### src/rtl/vga_pkg.sv
// Shared 640x480@60 VGA timing constants, counter type and generator state type.
// Pixel generators import this package so they agree with the timing generator.
package vga_pkg;

  localparam int VGA_H_DISPLAY = 640;
  localparam int VGA_H_FRONT   = 16;
  localparam int VGA_H_SYNC    = 96;
  localparam int VGA_H_BACK    = 48;
  localparam int VGA_H_TOTAL   = VGA_H_DISPLAY + VGA_H_FRONT + VGA_H_SYNC + VGA_H_BACK;

  localparam int VGA_V_DISPLAY = 480;
  localparam int VGA_V_FRONT   = 10;
  localparam int VGA_V_SYNC    = 2;
  localparam int VGA_V_BACK    = 33;
  localparam int VGA_V_TOTAL   = VGA_V_DISPLAY + VGA_V_FRONT + VGA_V_SYNC + VGA_V_BACK;

  localparam int CNT_W = 10;
  typedef logic [CNT_W-1:0] cnt_t;

  // ST_PRIME holds (0,0) for the first enabled edge after reset so the origin is shown once.
  typedef enum logic {
    ST_PRIME,
    ST_RUN
  } vga_state_e;

  function automatic logic in_window(cnt_t value, cnt_t first, cnt_t last);
    return (value >= first) && (value <= last);
  endfunction

endpackage

### src/rtl/vga_timing_gen_if.sv
// Timing bundle between the VGA timing generator (master) and its pixel consumers (slave).
interface vga_timing_if;
  import vga_pkg::*;

  logic ce;
  logic hsync;
  logic vsync;
  logic display_on;
  cnt_t hpos;
  cnt_t vpos;
  logic line_start;
  logic frame_start;

  modport master (
    input  ce,
    output hsync, vsync, display_on, hpos, vpos, line_start, frame_start
  );

  modport slave (
    output ce,
    input  hsync, vsync, display_on, hpos, vpos, line_start, frame_start
  );

endinterface

### src/rtl/vga_timing_gen.sv
// VGA raster timing generator: pixel/line counters with registered sync, blanking and
// start-of-line/frame strobes that are aligned with the counters they describe.
module vga_timing_gen
  import vga_pkg::*;
#(
  parameter int H_DISPLAY = VGA_H_DISPLAY,
  parameter int H_FRONT   = VGA_H_FRONT,
  parameter int H_SYNC    = VGA_H_SYNC,
  parameter int H_BACK    = VGA_H_BACK,
  parameter int V_DISPLAY = VGA_V_DISPLAY,
  parameter int V_FRONT   = VGA_V_FRONT,
  parameter int V_SYNC    = VGA_V_SYNC,
  parameter int V_BACK    = VGA_V_BACK
) (
  input  logic         clk,
  input  logic         rst_n,
  vga_timing_if.master vga
);

  localparam int   H_TOTAL  = H_DISPLAY + H_FRONT + H_SYNC + H_BACK;
  localparam int   V_TOTAL  = V_DISPLAY + V_FRONT + V_SYNC + V_BACK;
  localparam cnt_t H_LAST   = cnt_t'(H_TOTAL - 1);
  localparam cnt_t V_LAST   = cnt_t'(V_TOTAL - 1);
  localparam cnt_t H_VIS    = cnt_t'(H_DISPLAY);
  localparam cnt_t V_VIS    = cnt_t'(V_DISPLAY);
  localparam cnt_t HS_FIRST = cnt_t'(H_DISPLAY + H_FRONT);
  localparam cnt_t HS_LAST  = cnt_t'(H_DISPLAY + H_FRONT + H_SYNC - 1);
  localparam cnt_t VS_FIRST = cnt_t'(V_DISPLAY + V_FRONT);
  localparam cnt_t VS_LAST  = cnt_t'(V_DISPLAY + V_FRONT + V_SYNC - 1);

  vga_state_e state_q, state_d;
  cnt_t       hpos_q, hpos_d;
  cnt_t       vpos_q, vpos_d;
  logic       hsync_q, hsync_d;
  logic       vsync_q, vsync_d;
  logic       disp_q, disp_d;
  logic       line_q, line_d;
  logic       frame_q, frame_d;

  always_ff @(posedge clk or negedge rst_n) begin
    if (!rst_n) begin
      state_q <= ST_PRIME;
      hpos_q  <= '0;
      vpos_q  <= '0;
      hsync_q <= 1'b1;
      vsync_q <= 1'b1;
      disp_q  <= 1'b0;
      line_q  <= 1'b0;
      frame_q <= 1'b0;
    end else begin
      state_q <= state_d;
      hpos_q  <= hpos_d;
      vpos_q  <= vpos_d;
      hsync_q <= hsync_d;
      vsync_q <= vsync_d;
      disp_q  <= disp_d;
      line_q  <= line_d;
      frame_q <= frame_d;
    end
  end

  // Sync/blank flags decode the next counter value so they land in the same cycle as it.
  always_comb begin
    state_d = state_q;
    hpos_d  = hpos_q;
    vpos_d  = vpos_q;
    hsync_d = hsync_q;
    vsync_d = vsync_q;
    disp_d  = disp_q;
    line_d  = 1'b0;
    frame_d = 1'b0;

    if (vga.ce) begin
      if (state_q == ST_PRIME) begin
        state_d = ST_RUN;
        line_d  = 1'b1;
        frame_d = 1'b1;
      end else if (hpos_q == H_LAST) begin
        hpos_d = '0;
        line_d = 1'b1;
        if (vpos_q == V_LAST) begin
          vpos_d  = '0;
          frame_d = 1'b1;
        end else begin
          vpos_d = vpos_q + cnt_t'(1);
        end
      end else begin
        hpos_d = hpos_q + cnt_t'(1);
      end

      hsync_d = !in_window(hpos_d, HS_FIRST, HS_LAST);
      vsync_d = !in_window(vpos_d, VS_FIRST, VS_LAST);
      disp_d  = (hpos_d < H_VIS) && (vpos_d < V_VIS);
    end
  end

  assign vga.hpos        = hpos_q;
  assign vga.vpos        = vpos_q;
  assign vga.hsync       = hsync_q;
  assign vga.vsync       = vsync_q;
  assign vga.display_on  = disp_q;
  assign vga.line_start  = line_q;
  assign vga.frame_start = frame_q;

endmodule

### src/flat_wrapper.sv
// flat-port wrapper written by rule: the top's interface ports become plain ports
module vga_timing_gen_flat import vga_pkg::*;
#(
  parameter int H_DISPLAY = VGA_H_DISPLAY,
  parameter int H_FRONT   = VGA_H_FRONT,
  parameter int H_SYNC    = VGA_H_SYNC,
  parameter int H_BACK    = VGA_H_BACK,
  parameter int V_DISPLAY = VGA_V_DISPLAY,
  parameter int V_FRONT   = VGA_V_FRONT,
  parameter int V_SYNC    = VGA_V_SYNC,
  parameter int V_BACK    = VGA_V_BACK
)
  (clk, rst_n, vga_ce, vga_hsync, vga_vsync, vga_display_on, vga_hpos, vga_vpos, vga_line_start, vga_frame_start);
  vga_timing_if vga_i ();
  input  logic clk;
  input  logic rst_n;
  input wire logic [$bits(vga_i.ce)-1:0] vga_ce;
  output wire logic [$bits(vga_i.hsync)-1:0] vga_hsync;
  output wire logic [$bits(vga_i.vsync)-1:0] vga_vsync;
  output wire logic [$bits(vga_i.display_on)-1:0] vga_display_on;
  output wire logic [$bits(vga_i.hpos)-1:0] vga_hpos;
  output wire logic [$bits(vga_i.vpos)-1:0] vga_vpos;
  output wire logic [$bits(vga_i.line_start)-1:0] vga_line_start;
  output wire logic [$bits(vga_i.frame_start)-1:0] vga_frame_start;
  assign vga_i.ce = vga_ce;
  assign vga_hsync = vga_i.hsync;
  assign vga_vsync = vga_i.vsync;
  assign vga_display_on = vga_i.display_on;
  assign vga_hpos = vga_i.hpos;
  assign vga_vpos = vga_i.vpos;
  assign vga_line_start = vga_i.line_start;
  assign vga_frame_start = vga_i.frame_start;
  vga_timing_gen #(.H_DISPLAY(H_DISPLAY), .H_FRONT(H_FRONT), .H_SYNC(H_SYNC), .H_BACK(H_BACK), .V_DISPLAY(V_DISPLAY), .V_FRONT(V_FRONT), .V_SYNC(V_SYNC), .V_BACK(V_BACK)) u_core (.clk(clk), .rst_n(rst_n), .vga(vga_i));
endmodule
### config.mk
export PLATFORM = sky130hd
export DESIGN_NAME = vga_timing_gen_flat
export DESIGN_NICKNAME = d
export VERILOG_FILES = /design/src/rtl/vga_pkg.sv /design/src/rtl/vga_timing_gen_if.sv /design/src/rtl/vga_timing_gen.sv /design/src/flat_wrapper.sv
export SDC_FILE = /design/constraint.sdc
export NUM_CORES = 1
export LEC_CHECK = 0
export ABC_AREA = 1
export BUFFER_PORTS_ARGS = -buffer_cell sky130_fd_sc_hd__buf_2
export CAP_MARGIN = 10
export CORE_MARGIN = 4
export CORE_UTILIZATION = 55
export CTS_CLUSTER_DIAMETER = 50
export CTS_CLUSTER_SIZE = 40
export DETAILED_ROUTE_END_ITERATION = 12
export PLACE_DENSITY = 0.78
export SLEW_MARGIN = 40
export SYNTH_ARGS = -nofsm -noshare
export SYNTH_HDL_FRONTEND = slang
export SYNTH_SLANG_ARGS = --single-unit
export TNS_END_PERCENT = 20
### constraint.sdc
create_clock -name clk -period 1.9 [get_ports clk]
set_input_delay 0.095 -clock clk [delete_from_list [all_inputs] [get_ports clk]]
set_output_delay 0.095 -clock clk [all_outputs]
set_load 0.05 [all_outputs]
==> reports/qor.yml, run 1 <==
hold_path:
  min_from: "vga_ce"
  hold_class: "input pin to flip-flop"
setup_path:
  critPathTopFamily: "simple AND/OR/NAND/NOR gates"
  r2r_slack_ns: 0.13
  r2r_end: "u_core.vga.display_on"
  critPathRequiredTime_ns: 2.15
  crit_buf_inv: 0
  critPathSlowestCell: "dfrtp_2"
  worst_path_most_repeated_cell: "nand2_1"
  end_kind: "flip-flop"
  cp_max_fo: 6
  worstSetupEndpoint: "u_core.vga.display_on"
  worstSetupStartpointType: "flip-flop"
  slowest_delay_ns: 0.44
  crit_arrival_ns: 2.02
  cp-startpoint: "u_core.vga.vpos[1]"
  cp.depth: 12
  path_class: "flip-flop to flip-flop"
  r2r_cells: 12
  cp_cell_sequence: "ha_1, nand2_1, nor2_1, nand2_1, o21ai_1, nand3_1, nand2_1, nand2_1, nor2_2, nand2_1, nand2_1, nand2_1"
  reg2reg_from: "u_core.vga.vpos[1]"
timing:
  period_share: 0.932
  slew_headroom: 0.597
  finalSetupTns_ns: 0
  slew_violations: 0
  finalCriticalPeriod_ns: 1.77
  finalSetupViolCount: 0
  finClkSkew_ns: 0.00673
  max_freq_mhz: 565
  tightestPinTransition_ns: 0.605
  hold_viol: 0
pwr:
  power.density_nw_per_um2: 1050
  combinationalPowerShare: 0.437
  p_sw_uw: 1040
  peakVddDrop_uv: 424
  p_int_uw: 1120
  power.leakage_uw: 0.00104
  p_seq_frac: 0.380
  swShare: 0.482
  total_power_uw: 2160
  clkPwrFrac: 0.183
floorplan:
  ioPinCount: 28
  dieHeight_um: 64.5
  row_count: 20
  floorplan.die_area_sq_um: 4160
  fp.dieW_um: 64.5
  start_util: 0.576
  core_area_sq_um: 3050
global_route:
  first_global_vias: 1548
  overflow: 0
  grt_max_degree: 27
  grt_pass1_wl_um: 7420
  grt_usage: 0.224
  antenna_found_initial: 0
cells_and_area:
  mostFrequentLayoutCell: "nand2_1"
  stdcell_count: 338
  antennaDiodeCount: 0
  fillCellCount: 299
  regArea_sq_um: 661
  post-route-cell-area_sq_um: 2040
  area_growth_pct: 16.3
  drive_gt1_frac: 0.221
  multi_input_area_sq_um: 988
  layout.nets: 301
  final_cell_mix: "nand2_1, inv_1, nor2_1, buf_2, o21ai_0"
  final_util: 0.670
placed_design:
  dp_hpwl_um: 3150
  finalWeightedCongestion: 0.892
  port-buffer-count: 27
  dpl_cell_area_sq_um: 1950
  dp.cells: 332
synthesis:
  synth_warnings: 0
  ys_types: 30
  seq_area_frac_synth: 0.372
  syn_nets: 270
  synth.cell_area_sq_um: 1760
  avgSynthCellArea_sq_um: 6.66
  ys_ff_latch: 26
  syn_inst: 264
clocking:
  cts.clk_slew.worst_paths_ns: 0.15
  clk_latency_ns: 0.34
  cts.sinks: 26
  cts_root_buffer: "clkbuf_4"
  cts_tree: "done"
  ctsHtreeMaxLevel: 1
  numCtsBuffers: 3
  clk_path_buf_depth: 2
route:
  drtPass1Iterations: 5
  ant_nets: 0
  vias: 1776
  first_iter_violations: 110
  wl_um: 4410
  drc: 0
  vias_per_cell: 5.25
  wl_per_cell_um: 13.1
status:
  outcome: "completed"
job:
  cap_viol_max_count: 0
[state kept, by name, indices dropped and copies added (netlist names)]
register,cells
u_core.state_q,1
u_core.vga.hpos,10
u_core.vga.frame_start,1
u_core.vga.vsync,1
u_core.vga.vpos,10
u_core.vga.hsync,1
u_core.vga.line_start,1
u_core.vga.display_on,1
[layout make-up]
cell class,instances,share of cell area
Clock buffer,3,0.0110
Clock inverter,1,0.0147
Inverter,30,0.0551
Multi-Input combinational cell,202,0.483
Sequential cell,26,0.323
Tap cell,44,0.0269
Timing Repair Buffer,32,0.0857
[cell usage after synthesis (all sizes together)]
| cell type | count | area, sq um |
|---|---|---|
| nand2 | 98 | 378 |
| nor2 | 36 | 179 |
| inv | 29 | 109 |
| o21ai | 25 | 125 |
| dfrtp | 24 | 601 |
| nand3 | 20 | 118 |
| a21oi | 7 | 35.0 |
| nand4 | 5 | 37.5 |
| clkbuf | 4 | 15.0 |
| ha | 3 | 37.5 |
| nor3 | 3 | 20.0 |
| buf | 2 | 8.75 |
| dfstp | 2 | 52.6 |
| a31oi | 1 | 6.26 |
| clkinv | 1 | 3.75 |
| o21a | 1 | 7.51 |
| o31ai | 1 | 7.51 |
| o41ai | 1 | 8.76 |
| xor2 | 1 | 8.76 |
[worst register-to-register path, cell delays in order, from the launching register on]
cell,delay [ns]
dfrtp_2,0.44
ha_1,0.19
nand2_1,0.12
nor2_1,0.16
nand2_1,0.08
o21ai_1,0.14
nand3_1,0.08
nand2_1,0.09
nand2_1,0.07
nor2_2,0.14
nand2_1,0.07
nand2_1,0.05
nand2_1,0.05
[logic make-up (layout without fill, tap and decap cells)]
| group | count (synthesis) | count (layout) | share of synthesized area |
|---|---|---|---|
| AOI/OAI and AO/OA | 36 | 36 | 0.108 |
| DFF | 26 | 26 | 0.372 |
| adders and majority gates | 3 | 3 | 0.0214 |
| buffers and inverters | 36 | 66 | 0.0776 |
| xor gates and xnor gates | 1 | 1 | 0.00498 |
| and+or+nand+nor | 162 | 162 | 0.416 |
[what timing repair did]
item / 4_1_cts / 5_1_grt
endpoints found under the hold margin: 24 / 0
endpoints found under the setup margin: 0 / 3
buffers inserted: 0 / 1
hold buffers: 1 / 0
gates resized for setup: 0 / 8
[power groups by stage]
stage / Clock [uW] / Combinational, uW / Sequential [uW]
global route: 419 / 1030 / 850
floorplan: 0 / 363 / 1140
global placement: 0 / 893 / 820
detailed placement: 0 / 907 / 823
finish: 395 / 942 / 820
CTS: 407 / 910 / 813
[worst min-delay path by stage]
stage / end / depth (start not counted)
global route: u_core.vga.vsync / 3
finish: u_core.vga.vsync / 3
floorplan: u_core.state_q / 0
global placement: u_core.vga.vpos[7] / 1
detailed placement: u_core.vga.vpos[6] / 1
CTS: u_core.vga.vsync / 3
[per-layer routing]
| layer | part of all wire | vias up | wire [um] | GRT usage |
|---|---|---|---|---|
| li1 | - | 902 | - | - |
| met1 | 0.47 | 807 | 2060 | 0.332 |
| met2 | 0.45 | 62 | 1980 | 0.345 |
| met3 | 0.072 | 5 | 316 | 0.0191 |
| met4 | 0.012 | 0 | 55 | 0.0712 |
| met5 | 0 | - | 0 | 0 |
[metrics by stage]
step	setup WS, ns	hold WS, ns
detailed placement	0.117	0.133
global route	-0.00786	0.189
CTS	0.0875	0.167
finish	0.130	0.174
global placement	0.120	0.128
floorplan	0.0361	-0.201
Power figures use the tool's default switching activity.
==> run 2: changes to the inputs <==
Settings changed: CORE_ASPECT_RATIO set to 1.2.
Clock period 1.9 ns to 2.2 ns, I/O delays scaled along.
==> reports/qor.yml, run 2 (synthesized netlist as in run 1, its figures left out) <==
global_route:
  grt_pass1_wl_um: 6940
  overflow: 0
  grt_max_degree: 27
  first_global_vias: 1543
  grt_usage: 0.211
  antenna_found_initial: 0
pwr:
  total_power_uw: 1730
  power.density_nw_per_um2: 881
  peakVddDrop_uv: 564
  power.leakage_uw: 0.00102
cells_and_area:
  final_cell_mix: "nand2_1, inv_1, nor2_1"
  layout.nets: 298
  antennaDiodeCount: 0
  area_growth_pct: 12.0
  drive_gt1_frac: 0.175
  mostFrequentLayoutCell: "nand2_1"
  final_util: 0.644
route:
  ant_nets: 0
  drc: 0
  drtPass1Iterations: 7
  wl_per_cell_um: 12.9
  vias: 1754
  vias_per_cell: 5.36
  first_iter_violations: 81
  wl_um: 4230
placed_design:
  port-buffer-count: 27
  finalWeightedCongestion: 0.848
  dp_hpwl_um: 3140
timing:
  period_share: 0.908
  finalCriticalPeriod_ns: 2.00
  max_freq_mhz: 501
  finalSetupViolCount: 0
  slew_violations: 0
  slew_headroom: 0.552
  hold_viol: 0
  hold_ws_ns: 0.241
  finalSetupTns_ns: 0
  rsz0062_at_grt: "no"
  finClkSkew_ns: 0.00848
  tightestPinTransition_ns: 0.671
setup_path:
  crit_arrival_ns: 2.27
  worstSetupStartpointType: "flip-flop"
  path_class: "flip-flop to flip-flop"
  critPathRequiredTime_ns: 2.47
  end_kind: "flip-flop"
  cp_max_fo: 17
clocking:
  ctsHtreeMaxLevel: 1
  cts.sinks: 26
  cts_root_buffer: "clkbuf_4"
  cts_tree: "done"
  cts.clk_slew.worst_paths_ns: 0.15
  clk_path_buf_depth: 2
  postCtsResizedCells: 0
  numCtsBuffers: 3
  clk_latency_ns: 0.33
status:
  outcome: "completed"
floorplan:
  core_area_sq_um: 3060
  fp.dieW_um: 59.6
  ioPinCount: 28
  row_count: 22
  dieHeight_um: 69.9
  floorplan.die_area_sq_um: 4170
  start_util: 0.575
job:
  cap_viol_max_count: 0
hold_path:
  hold_class: "input pin to flip-flop"
run 2: changes by cell type in the layout (fill, tap and decap cells not counted), sizes merged:
cell	before	now
bufinv	1	0
clkbuf	3	4
buf	31	28
run 2: cell type report:
class                   instances  area [sq um]
fillers                       291          1090
multi-input cells             202           968
repair buffers                 29           153
clock buffers                   4          36.3
flip-flops and latches         26           653
inverters                      30           113
well taps                      36          45.0
run 2: power by group:
part / total (uW) / internal (uW) / switching, uW
clock: 248 / 101 / 147
sequential: 698 / 562 / 136
combinational: 788 / 193 / 595
run 2: what timing repair did:
item / 4_1_cts / 5_1_grt
hold endpoints to repair: 24 / 0
hold buffers: 1 / 0
setup buffers: 0 / 0
run 2: worst paths after layout:
path | startpoint | endpoint | slack, ns | cells past startpoint
worst max register to register | u_core.state_q | u_core.vga.hsync | 0.20 | 8
worst max-delay path | u_core.state_q | u_core.vga.hsync | 0.20 | 8
max in group asynchronous | rst_n | u_core.vga.hpos[3] | 1.51 | 2
worst min register to register | u_core.vga.hsync | u_core.vga.hsync | 0.51 | 2
worst min-delay path | vga_ce | u_core.vga.hsync | 0.24 | 4
min in group asynchronous | rst_n | u_core.vga.vpos[2] | 0.29 | 2
run 2: through the flow:
stage / instance area, sq um / worst slack, ns / cells
5_1_grt: 1970 / 0.0442 / 327
2_1_floorplan: 1760 / 0.172 / 264
3_5_place_dp: 1920 / 0.239 / 322
3_3_place_gp: 1920 / 0.275 / 322
4_1_cts: 1970 / 0.210 / 327
6_report: 1970 / 0.202 / 327
run 2: critical path: stages (launching register included):
cell	delay [ns]
dfrtp_1	0.76
inv_2	0.24
nor2_1	0.21
nand2_1	0.08
xor2_1	0.24
nand2_1	0.08
o21ai_0	0.14
nor2_1	0.06
a21oi_1	0.13
run 2: layer usage:
metal  up-vias  part of all wire  track usage
met5         -                 0            0
met4         0             0.012       0.0714
met3         4             0.052       0.0222
li1        898                 -            -
met2        56              0.49        0.349
met1       796              0.44        0.281
==> run 3: changes to the inputs <==
Settings changed: ABC_AREA 1 to unset.
==> reports/qor.yml, run 3 <==
status:
  outcome: "completed"
cells_and_area:
  layout.nets: 214
  final_cell_mix: "buf_2, dfrtp_1, nand2_1"
  drive_gt1_frac: 0.324
  mostFrequentLayoutCell: "buf_2"
  area_growth_pct: 15.5
  antennaDiodeCount: 0
synthesis:
  syn_inst: 172
  yosysTopAreaCellShare: 0.363
  seq_area_frac_synth: 0.395
  synth_common_cells: "dfrtp_1, nand2_1, nor2_1"
  synthArstFlopShare: 1.00
  synth.largest_area_cell: "dfrtp_1"
  ys_types: 54
  synth.most_common_cell: "dfrtp_1"
  avgSynthCellArea_sq_um: 9.61
  synth_warnings: 0
  synthFlopType: "dfrtp_1"
  syn_nets: 178
  ys_ff_latch: 26
  synth.cell_area_sq_um: 1650
  synthTopCellsByArea: "dfrtp_1, nand2_1, nand4_1, dfstp_2, xnor2_1"
  synth_edf_count: 0
placed_design:
  finalWeightedCongestion: 0.902
  port-buffer-count: 27
  dp_hpwl_um: 2960
clocking:
  cts_tree: "done"
  clk_latency_ns: 0.32
  cts.sinks: 26
  numCtsBuffers: 3
  ctsHtreeMaxLevel: 1
  clk_path_buf_depth: 2
  cts_root_buffer: "clkbuf_4"
  cts.clk_slew.worst_paths_ns: 0.15
floorplan:
  fp.dieW_um: 58.0
  floorplan.die_area_sq_um: 3950
  start_util: 0.582
  core_area_sq_um: 2840
  dieHeight_um: 68.1
  ioPinCount: 28
  row_count: 21
setup_path:
  path_class: "flip-flop to flip-flop"
  cp_cell_sequence: "ha_1, and3_2, and4_4, a41o_2, a22oi_2, nand3_1, o32a_1"
  critPathTopFamily: "compound AO/OA/AOI/OAI gates"
  crit_arrival_ns: 2.33
  slowest_delay_ns: 0.46
  cp_max_fo: 10
  end_kind: "flip-flop"
  critPathRequiredTime_ns: 2.47
  worstSetupStartpointType: "flip-flop"
  critPathSlowestCell: "dfrtp_2"
  crit_buf_inv: 0
route:
  first_iter_violations: 60
  wl_um: 3980
  drtPass1Iterations: 4
  drc: 0
  vias_per_cell: 6.16
  wl_per_cell_um: 16.5
  vias: 1484
  ant_nets: 0
timing:
  finClkSkew_ns: 0.00190
  rsz0062_at_grt: "yes"
  period_share: 0.938
  hold_viol: 0
  hold_ws_ns: 0.160
  tightestPinTransition_ns: 0.597
  slew_violations: 0
  max_freq_mhz: 484
  finalSetupViolCount: 0
  slew_headroom: 0.602
  finalCriticalPeriod_ns: 2.06
job:
  cap_viol_max_count: 0
global_route:
  grt_pass1_wl_um: 6810
  grt_usage: 0.223
  grt_max_degree: 27
  antenna_found_initial: 0
  overflow: 0
  first_global_vias: 1432
pwr:
  power.leakage_uw: 0.000866
  peakVddDrop_uv: 762
  power.density_nw_per_um2: 816
  total_power_uw: 1560
hold_path:
  hold_class: "input pin to flip-flop"
==> run 3: final cells by class <==
cell class	instances	area, sq um
clock buffers	3	22.5
fillers	225	928
clock inverters	1	30.0
flip-flops and latches	26	659
multi-input cells	133	905
repair buffers	40	235
inverters	4	15.0
well taps	34	42.5
==> run 3: kinds of logic after synthesis <==
kind of cell / count (synthesis) / synth area share
adders and majority gates: 3 / 0.0227
xor gates and xnor gates: 9 / 0.0477
and+or+nand+nor: 74 / 0.257
muxes: 3 / 0.0204
buffers and inverters: 13 / 0.0590
DFF: 26 / 0.395
AOI/OAI and AO/OA: 44 / 0.198
==> run 3: what timing repair did <==
item / CTS / global route
endpoints found under the hold margin: 24 / 0
hold buffers: 1 / 0
gates resized for setup: 0 / 2
endpoints found under the setup margin: 0 / 4
setup buffers: 0 / 0
==> run 3: power breakdown <==
group,switching [uW],internal [uW]
logic,427,189
clock network,149,184
registers,65.9,544
==> run 3: tightest hold or removal path, stage by stage <==
cell and delay [ns]:
buf_2 0.20, nor2_1 0.14, a31oi_1 0.05
==> run 3: per-layer routing <==
metal,global-route usage,part of all wire
met3,0.0170,0.047
met5,0,0
met4,0.0725,0.012
met1,0.277,0.43
met2,0.407,0.51
==> run 3: worst paths after layout <==
check / start / endpoint / slack (ns) / depth (start not counted)
max: u_core.vga.hpos[1] / u_core.vga.vsync / 0.14 / 7
min: vga_ce / u_core.vga.hsync / 0.16 / 3
max reg2reg: u_core.vga.hpos[1] / u_core.vga.vsync / 0.14 / 7
min reg2reg: u_core.vga.hsync / u_core.vga.hsync / 0.51 / 2
max in group asynchronous: rst_n / u_core.vga.hpos[1] / 1.48 / 2
min in group asynchronous: rst_n / u_core.vga.vpos[5] / 0.31 / 2
==> run 3: metrics by stage <==
step	cell area, sq um	TNS, ns	worst slack (ns)	util	instances
finish	1910	0	0.136	0.673	241
global route	1910	-0.0410	-0.0410	0.673	241
CTS	1910	0	0.0248	0.672	241
detailed placement	1840	0	0.0488	0.650	236
global placement	1840	0	0.105	0.650	236
floorplan	1660	0	0.0242	-	172
